## src/rtl/fsm_pkg.sv

```systemverilog
// -----------------------------------------------------------------------------
// fsm_pkg
// Shared definitions for the fsm_seq_det serial pattern detector:
//   - state_t : FSM state encoding (S_IDLE / S_RUN / S_HOLD)
//   - CNT_W   : width of the optional hit counter
//   - sat_inc : saturating increment used by the hit counter
// No ports (package).
// -----------------------------------------------------------------------------
package fsm_pkg;

  localparam int CNT_W = 16;

  typedef enum logic [1:0] {
    S_IDLE = 2'b00,  // no valid bit since reset or clr
    S_RUN  = 2'b01,  // collecting bits
    S_HOLD = 2'b10   // detect reported, hold timer running
  } state_t;

  // Increment that sticks at all-ones instead of wrapping.
  function automatic logic [CNT_W-1:0] sat_inc(input logic [CNT_W-1:0] v);
    return (v == {CNT_W{1'b1}}) ? v : v + 1'b1;
  endfunction

endpackage

```

## src/rtl/fsm_seq_det_if.sv

```systemverilog
// -----------------------------------------------------------------------------
// fsm_seq_det_if
// Bundles the serial input and the detector outputs of fsm_seq_det.
//   in_valid  : in_bit is sampled this cycle
//   in_bit    : serial data bit
//   x         : Mealy detect output (combinational)
//   y         : Moore hold output (registered)
//   dbg_state : current FSM state, for observation only
//   hit_cnt   : saturating hit count, present only with FSM_SEQ_DET_CNT_EN
// Handshake: a bit is consumed on every rising clk edge where in_valid=1;
// there is no back-pressure, the detector always accepts.
// Modports: master drives the serial input, slave is the detector.
// -----------------------------------------------------------------------------
interface fsm_seq_det_if #(
  parameter int DW = 8
);
  import fsm_pkg::*;

  logic          in_valid;
  logic          in_bit;
  logic [DW-1:0] x;
  logic [DW-1:0] y;
  state_t        dbg_state;
`ifdef FSM_SEQ_DET_CNT_EN
  logic [CNT_W-1:0] hit_cnt;

  modport master (output in_valid, output in_bit,
                  input x, input y, input dbg_state, input hit_cnt);
  modport slave  (input in_valid, input in_bit,
                  output x, output y, output dbg_state, output hit_cnt);
`else
  modport master (output in_valid, output in_bit,
                  input x, input y, input dbg_state);
  modport slave  (input in_valid, input in_bit,
                  output x, output y, output dbg_state);
`endif

endinterface

```

## src/rtl/fsm_seq_hist.sv

```systemverilog
// -----------------------------------------------------------------------------
// fsm_seq_hist
// Bit history, fill counter and pattern compare for fsm_seq_det.
//   clk, rst_n  : clock, asynchronous active-low reset
//   clr_i       : synchronous clear of history and fill
//   in_valid_i  : in_bit_i is sampled this cycle
//   in_bit_i    : serial data bit
//   hit_o       : the current valid bit completes the pattern (combinational)
// -----------------------------------------------------------------------------
module fsm_seq_hist #(
  parameter int                 PAT_LEN = 4,
  parameter logic [PAT_LEN-1:0] PATTERN = 4'b1011,
  parameter int                 OVERLAP = 1
) (
  input  logic clk,
  input  logic rst_n,
  input  logic clr_i,
  input  logic in_valid_i,
  input  logic in_bit_i,
  output logic hit_o
);

  // fill never exceeds PAT_LEN-1, which always fits in $clog2(PAT_LEN) bits.
  localparam int            FW   = (PAT_LEN > 2) ? $clog2(PAT_LEN) : 1;
  localparam logic [FW-1:0] FULL = FW'(PAT_LEN - 1);

  logic [PAT_LEN-2:0] hist_q, hist_d;
  logic [FW-1:0]      fill_q, fill_d;
  logic [PAT_LEN-1:0] window;
  logic               full;

  // Oldest bit in the MSB, the bit arriving now in the LSB.
  assign window = {hist_q, in_bit_i};
  assign full   = (fill_q == FULL);
  assign hit_o  = in_valid_i && !clr_i && full && (window == PATTERN);

  always_comb begin
    hist_d = hist_q;
    fill_d = fill_q;
    if (clr_i) begin
      hist_d = '0;
      fill_d = '0;
    end else if (in_valid_i) begin
      hist_d = window[PAT_LEN-2:0];
      // Non-overlapping: a hit discards the history so the next detect
      // needs PAT_LEN fresh bits. Overlapping: fill stays saturated.
      if (hit_o && (OVERLAP == 0)) begin
        fill_d = '0;
      end else if (!full) begin
        fill_d = fill_q + 1'b1;
      end
    end
  end

  always_ff @(posedge clk or negedge rst_n) begin
    if (!rst_n) begin
      hist_q <= '0;
      fill_q <= '0;
    end else begin
      hist_q <= hist_d;
      fill_q <= fill_d;
    end
  end

endmodule

```

## src/rtl/fsm_seq_det.sv

```systemverilog
// -----------------------------------------------------------------------------
// fsm_seq_det
// Serial pattern detector with a Mealy detect output and a Moore hold output.
//   clk    : clock, rising edge
//   rst_n  : asynchronous active-low reset
//   clr    : synchronous clear of state, history and counters
//   bus    : fsm_seq_det_if.slave (in_valid, in_bit, x, y, dbg_state, hit_cnt)
// x = OUT_VAL in the cycle a valid bit completes PATTERN, else 0.
// y = OUT_VAL for HOLD_CYC cycles after the most recent hit, else 0.
// Optional feature macro: FSM_SEQ_DET_CNT_EN adds the saturating hit_cnt.
// -----------------------------------------------------------------------------
module fsm_seq_det
  import fsm_pkg::*;
#(
  parameter int                 PAT_LEN  = 4,
  parameter logic [PAT_LEN-1:0] PATTERN  = 4'b1011,
  parameter int                 DW       = 8,
  parameter logic [DW-1:0]      OUT_VAL  = 8'd168,
  parameter int                 HOLD_CYC = 3,
  parameter int                 OVERLAP  = 1
) (
  input  logic         clk,
  input  logic         rst_n,
  input  logic         clr,
  fsm_seq_det_if.slave bus
);

  if (PAT_LEN < 2 || PAT_LEN > 16) begin : g_bad_pat_len
    $error("fsm_seq_det: PAT_LEN must be in 2..16");
  end
  if (HOLD_CYC < 1 || HOLD_CYC > 255) begin : g_bad_hold_cyc
    $error("fsm_seq_det: HOLD_CYC must be in 1..255");
  end
  if (OVERLAP != 0 && OVERLAP != 1) begin : g_bad_overlap
    $error("fsm_seq_det: OVERLAP must be 0 or 1");
  end
  if (DW < 1) begin : g_bad_dw
    $error("fsm_seq_det: DW must be at least 1");
  end

  localparam logic [7:0] HOLD_LOAD = 8'(HOLD_CYC - 1);

  logic          hit;
  state_t        state_q;
  logic [7:0]    hold_cnt_q;
  logic [DW-1:0] y_q;

  fsm_seq_hist #(
    .PAT_LEN (PAT_LEN),
    .PATTERN (PATTERN),
    .OVERLAP (OVERLAP)
  ) u_hist (
    .clk        (clk),
    .rst_n      (rst_n),
    .clr_i      (clr),
    .in_valid_i (bus.in_valid),
    .in_bit_i   (bus.in_bit),
    .hit_o      (hit)
  );

  // y is registered alongside the state so it is high exactly while the
  // FSM sits in S_HOLD.
  always_ff @(posedge clk or negedge rst_n) begin
    if (!rst_n) begin
      state_q    <= S_IDLE;
      hold_cnt_q <= '0;
      y_q        <= '0;
    end else if (clr) begin
      state_q    <= S_IDLE;
      hold_cnt_q <= '0;
      y_q        <= '0;
    end else if (hit) begin
      // A hit in S_HOLD restarts the hold window.
      state_q    <= S_HOLD;
      hold_cnt_q <= HOLD_LOAD;
      y_q        <= OUT_VAL;
    end else begin
      case (state_q)
        S_IDLE: begin
          if (bus.in_valid) state_q <= S_RUN;
        end
        S_RUN: begin
          state_q <= S_RUN;
        end
        S_HOLD: begin
          if (hold_cnt_q != 8'd0) begin
            hold_cnt_q <= hold_cnt_q - 8'd1;
          end else begin
            state_q <= S_RUN;
            y_q     <= '0;
          end
        end
        default: begin
          state_q    <= S_IDLE;
          hold_cnt_q <= '0;
          y_q        <= '0;
        end
      endcase
    end
  end

`ifdef FSM_SEQ_DET_CNT_EN
  logic [CNT_W-1:0] hit_cnt_q;

  always_ff @(posedge clk or negedge rst_n) begin
    if (!rst_n) begin
      hit_cnt_q <= '0;
    end else if (clr) begin
      hit_cnt_q <= '0;
    end else if (hit) begin
      hit_cnt_q <= sat_inc(hit_cnt_q);
    end
  end

  assign bus.hit_cnt = hit_cnt_q;
`endif

  // hit is already suppressed by clr, so x drops in the clr cycle.
  assign bus.x         = hit ? OUT_VAL : '0;
  assign bus.y         = y_q;
  assign bus.dbg_state = state_q;

endmodule
```

## src/flat_wrapper.sv

```systemverilog
// flat-port wrapper written by rule: the top's interface ports become plain ports
module fsm_seq_det_flat import fsm_pkg::*;
#(
  parameter int                 PAT_LEN  = 4,
  parameter logic [PAT_LEN-1:0] PATTERN  = 4'b1011,
  parameter int                 DW       = 8,
  parameter logic [DW-1:0]      OUT_VAL  = 8'd168,
  parameter int                 HOLD_CYC = 3,
  parameter int                 OVERLAP  = 1
)
  (clk, rst_n, clr, bus_in_valid, bus_in_bit, bus_x, bus_y, bus_dbg_state);
  fsm_seq_det_if #(.DW(DW)) bus_i ();
  input  logic clk;
  input  logic rst_n;
  input  logic clr;
  input wire logic [$bits(bus_i.in_valid)-1:0] bus_in_valid;
  input wire logic [$bits(bus_i.in_bit)-1:0] bus_in_bit;
  output wire logic [$bits(bus_i.x)-1:0] bus_x;
  output wire logic [$bits(bus_i.y)-1:0] bus_y;
  output wire logic [$bits(bus_i.dbg_state)-1:0] bus_dbg_state;
  assign bus_i.in_valid = bus_in_valid;
  assign bus_i.in_bit = bus_in_bit;
  assign bus_x = bus_i.x;
  assign bus_y = bus_i.y;
  assign bus_dbg_state = bus_i.dbg_state;
  fsm_seq_det #(.PAT_LEN(PAT_LEN), .PATTERN(PATTERN), .DW(DW), .OUT_VAL(OUT_VAL), .HOLD_CYC(HOLD_CYC), .OVERLAP(OVERLAP)) u_core (.clk(clk), .rst_n(rst_n), .clr(clr), .bus(bus_i));
endmodule
```

## config.mk

```make
export PLATFORM = sky130hd
export DESIGN_NAME = fsm_seq_det_flat
export DESIGN_NICKNAME = d
export VERILOG_FILES = /design/src/rtl/fsm_pkg.sv /design/src/rtl/fsm_seq_det_if.sv /design/src/rtl/fsm_seq_hist.sv /design/src/rtl/fsm_seq_det.sv /design/src/flat_wrapper.sv
export SDC_FILE = /design/constraint.sdc
export NUM_CORES = 1
export LEC_CHECK = 0
export BUFFER_PORTS_ARGS = -buffer_cell sky130_fd_sc_hd__buf_2
export CAP_MARGIN = 20
export CORE_MARGIN = 2
export CORE_UTILIZATION = 44
export CTS_BUF_LIST = sky130_fd_sc_hd__clkbuf_2
export DETAILED_ROUTE_END_ITERATION = 12
export HOLD_SLACK_MARGIN = 0.05
export PLACE_DENSITY = 0.65
export SETUP_SLACK_MARGIN = 0.5
export SKIP_LAST_GASP = 1
export SLEW_MARGIN = 20
export SYNTH_ARGS = -nofsm -noshare
export SYNTH_HDL_FRONTEND = slang
export SYNTH_SLANG_ARGS = --single-unit
```

## constraint.sdc

```tcl
create_clock -name clk -period 2.08 [get_ports clk]
set_input_delay 0.624 -clock clk [delete_from_list [all_inputs] [get_ports clk]]
set_output_delay 0.624 -clock clk [all_outputs]
set_load 0.05 [all_outputs]
```

==> metrics.cfg <==
[setup_path]
worstPathMaxFanout=4
critPathSlowestCell=dfrtp_1
cpLargestDelayFamily=simple AND/OR/NAND/NOR gates
r2r-end=u_core.hold_cnt_q[1]
max_stage_delay_ns=0.41
arrival_ns=1.42
crit_chain=and4b_1 > nand3_2 > nor2_4 > buf_6
critPathCaptureType=primary output
r2r_setup_slack_ns=0.30
start_kind=flop
r2r_start=u_core.hold_cnt_q[4]
rr_worst_depth=5
cp_data_required_time_ns=1.46
crit_type=reg2out
crit_buf_inv=1

[cells_and_area]
diodes=0
final.fill_count=184
syn_to_final_growth_pct=30.9
seqCellArea_um2=404
finalNetCount=136
multi_input_area_um2=601
drive_above_1_share=0.438
fin_util=0.601

[timing]
hold-worst-slack_ns=0.206
max_freq_mhz=488
skew_ns=0.0139
finalSetupViolCount=0
rsz0062_at_grt=yes
hold_viol=0
finalCriticalPeriod_ns=2.05
setup_slack_ns=0.0323
post-route-period-util=0.984
maxSlewViolCount=0
setup_tns_ns=0

[power]
power_frac_seq=0.443
pwr-share-clk=0.184
comb_power_share=0.373
switchingPower_w=0.000294
p_leak_nw=0.610
power.density_mw_per_mm2=622
p_int_w=0.000518
switching_share=0.362
irDropWorstVdd_mv=0.501

[synth]
synth-edff-count=0
synth-async-reset-ratio=1.00
ys_seq_elements=16
synth_cells=107
ys_types=38
synth_area_leaders=dfrtp_1 40%, buf_4 11%, nor2_1 4.5%, a21oi_1 4.0%, mux2i_1 4.0%
netlist_area_um2=997
yosysWarnings=0
synth_area_per_cell_um2=9.32
synth_top_area_frac=0.402
netlist.top_cell.by_area=dfrtp_1
synth_ff_type=dfrtp_1
ys_seq_area_frac=0.402

[job]
cap_violations=0

[worst_hold_path]
hold_path.class=in2async

[cts]
clk_pin_slew_ns=0.16
tritoncts=yes
clock_latency_ns=0.30
ctsHtreeMaxLevel=1
root_buffer=clkbuf_2
cts_made_buffers=3
clk_path_buf_depth=2
clkSinkCount=16

[floorplanning]
die_y_um=51.6
die_x_um=51.6
core_area_mm2=0.00217
num_io_pins=23
initial_core_util=0.460
die_area_mm2=0.00266
rows=17

[place]
port_buffers=12
place_ws_ns=0.00672
dp_hpwl_mm=1.42
place_congestion=0.840

[grt]
antenna_found_initial=0
grt_pass1_vias=818
grt_pass1_wl_mm=3.59
grt.busiest_layer=met2
use_met1=0.216
grt_max_degree=17
grt-ovfl-total=0
grtUsageMet2=0.306
grt_use_met3=0.0431
grtUsageTotal=0.186

[status]
outcome=finished, final reports clean

[drt]
drt_pass1_iterations=4
num_vias=815
drc=0
ant_nets=0
via_per_inst=5.22
wl_per_cell_um=14.1
dr.first_iter.drc_count=8
wirelength_mm=2.21

cell families (layout without fill, tap and decap cells):
kind of cell	count (synthesis)	in the layout	synth area share
AND/OR/NAND/NOR	36	36	0.194
adder cells (fa/ha/maj)	2	2	0.0251
other	1	10	0.00376
multiplexers	4	4	0.0402
buffers and inverters	23	35	0.152
XOR/XNOR	2	2	0.0176
AO/OA/AOI/OAI	23	23	0.166
flip-flops	16	16	0.402
layout make-up:
class                           count  area share
Multi-Input combinational cell     77       0.460
Sequential cell                    16       0.310
Timing Repair Buffer               27       0.176
Tap cell                           28      0.0268
Clock buffer                        4      0.0153
Inverter                            4      0.0115
cell usage in the layout (no fill, tap or decap), drive strengths merged, types with 2 or more instances in the layout:
master,n
buf,27
dfrtp,16
nor2,12
conb,10
a21oi,8
nand2,5
o21ai,5
inv,4
mux2i,4
clkbuf,4
nand2b,3
or3,3
or4,2
o22ai,2
nand3,2
nor4,2
nor3,2
ha,2
power by group through the flow:
stage / clock network [W] / registers [W] / logic, W
after floorplan: 0 / 0.000364 / 0.000194
after global placement: 0 / 0.000364 / 0.000206
after detailed placement: 0 / 0.000366 / 0.000206
after CTS: 0.000156 / 0.000355 / 0.000242
after global routing: 0.000171 / 0.000362 / 0.000326
final: 0.000149 / 0.000359 / 0.000303
routing by layer:
metal,wire (um),vias up
met1,935,393
met5,0,-
met4,57,0
met2,1130,21
li1,-,393
met3,78,8
registers in the layout (all words and copies together), names as in the netlist:
signal	flops
u_core.bus.dbg_state	2
u_core.bus.y	1
u_core.hold_cnt_q	8
u_core.u_hist.fill_q	2
u_core.u_hist.hist_q	3
stage by stage:
step	area, um2	total power, W	instances
after global routing	1310	0.000860	156
after global placement	1070	0.000570	141
after floorplan	1100	0.000558	116
after detailed placement	1070	0.000572	141
final	1310	0.000812	156
after CTS	1200	0.000752	152
what timing repair did:
| action | in CTS | in global routing |
|---|---|---|
| endpoints found under the setup margin | 17 | 17 |
| endpoints found under the hold margin | 0 | 0 |
| buffers inserted | 7 | 4 |
| hold buffers | 0 | 0 |
| pin swaps | 2 | 8 |
| gates resized for setup | 17 | 16 |
cell usage after synthesis (2+ instances only):
library cell	count
a21oi_1	8
buf_4	15
clkbuf_1	2
dfrtp_1	16
ha_1	2
inv_1	4
mux2i_1	4
nand2_1	5
nand2b_1	3
nand3_1	2
nor2_1	12
nor4_1	2
o21ai_0	3
o21ai_1	2
o22ai_1	2
or3_1	3
worst max-delay path by stage:
stage                                  startpoint  endpoint  slack (ns)  depth (start not counted)
after floorplan                        bus_in_bit  bus_x[3]        0.18                          4
after global placement                 bus_in_bit  bus_x[3]        0.03                          5
after detailed placement               bus_in_bit  bus_x[7]       0.007                          5
after CTS                 u_core.u_hist.hist_q[1]  bus_x[7]       0.004                          4
after global routing      u_core.u_hist.hist_q[1]  bus_x[7]       -0.06                          4
final                     u_core.u_hist.hist_q[1]  bus_x[7]        0.03                          4
Note: power is estimated with default switching activity, not from simulation.
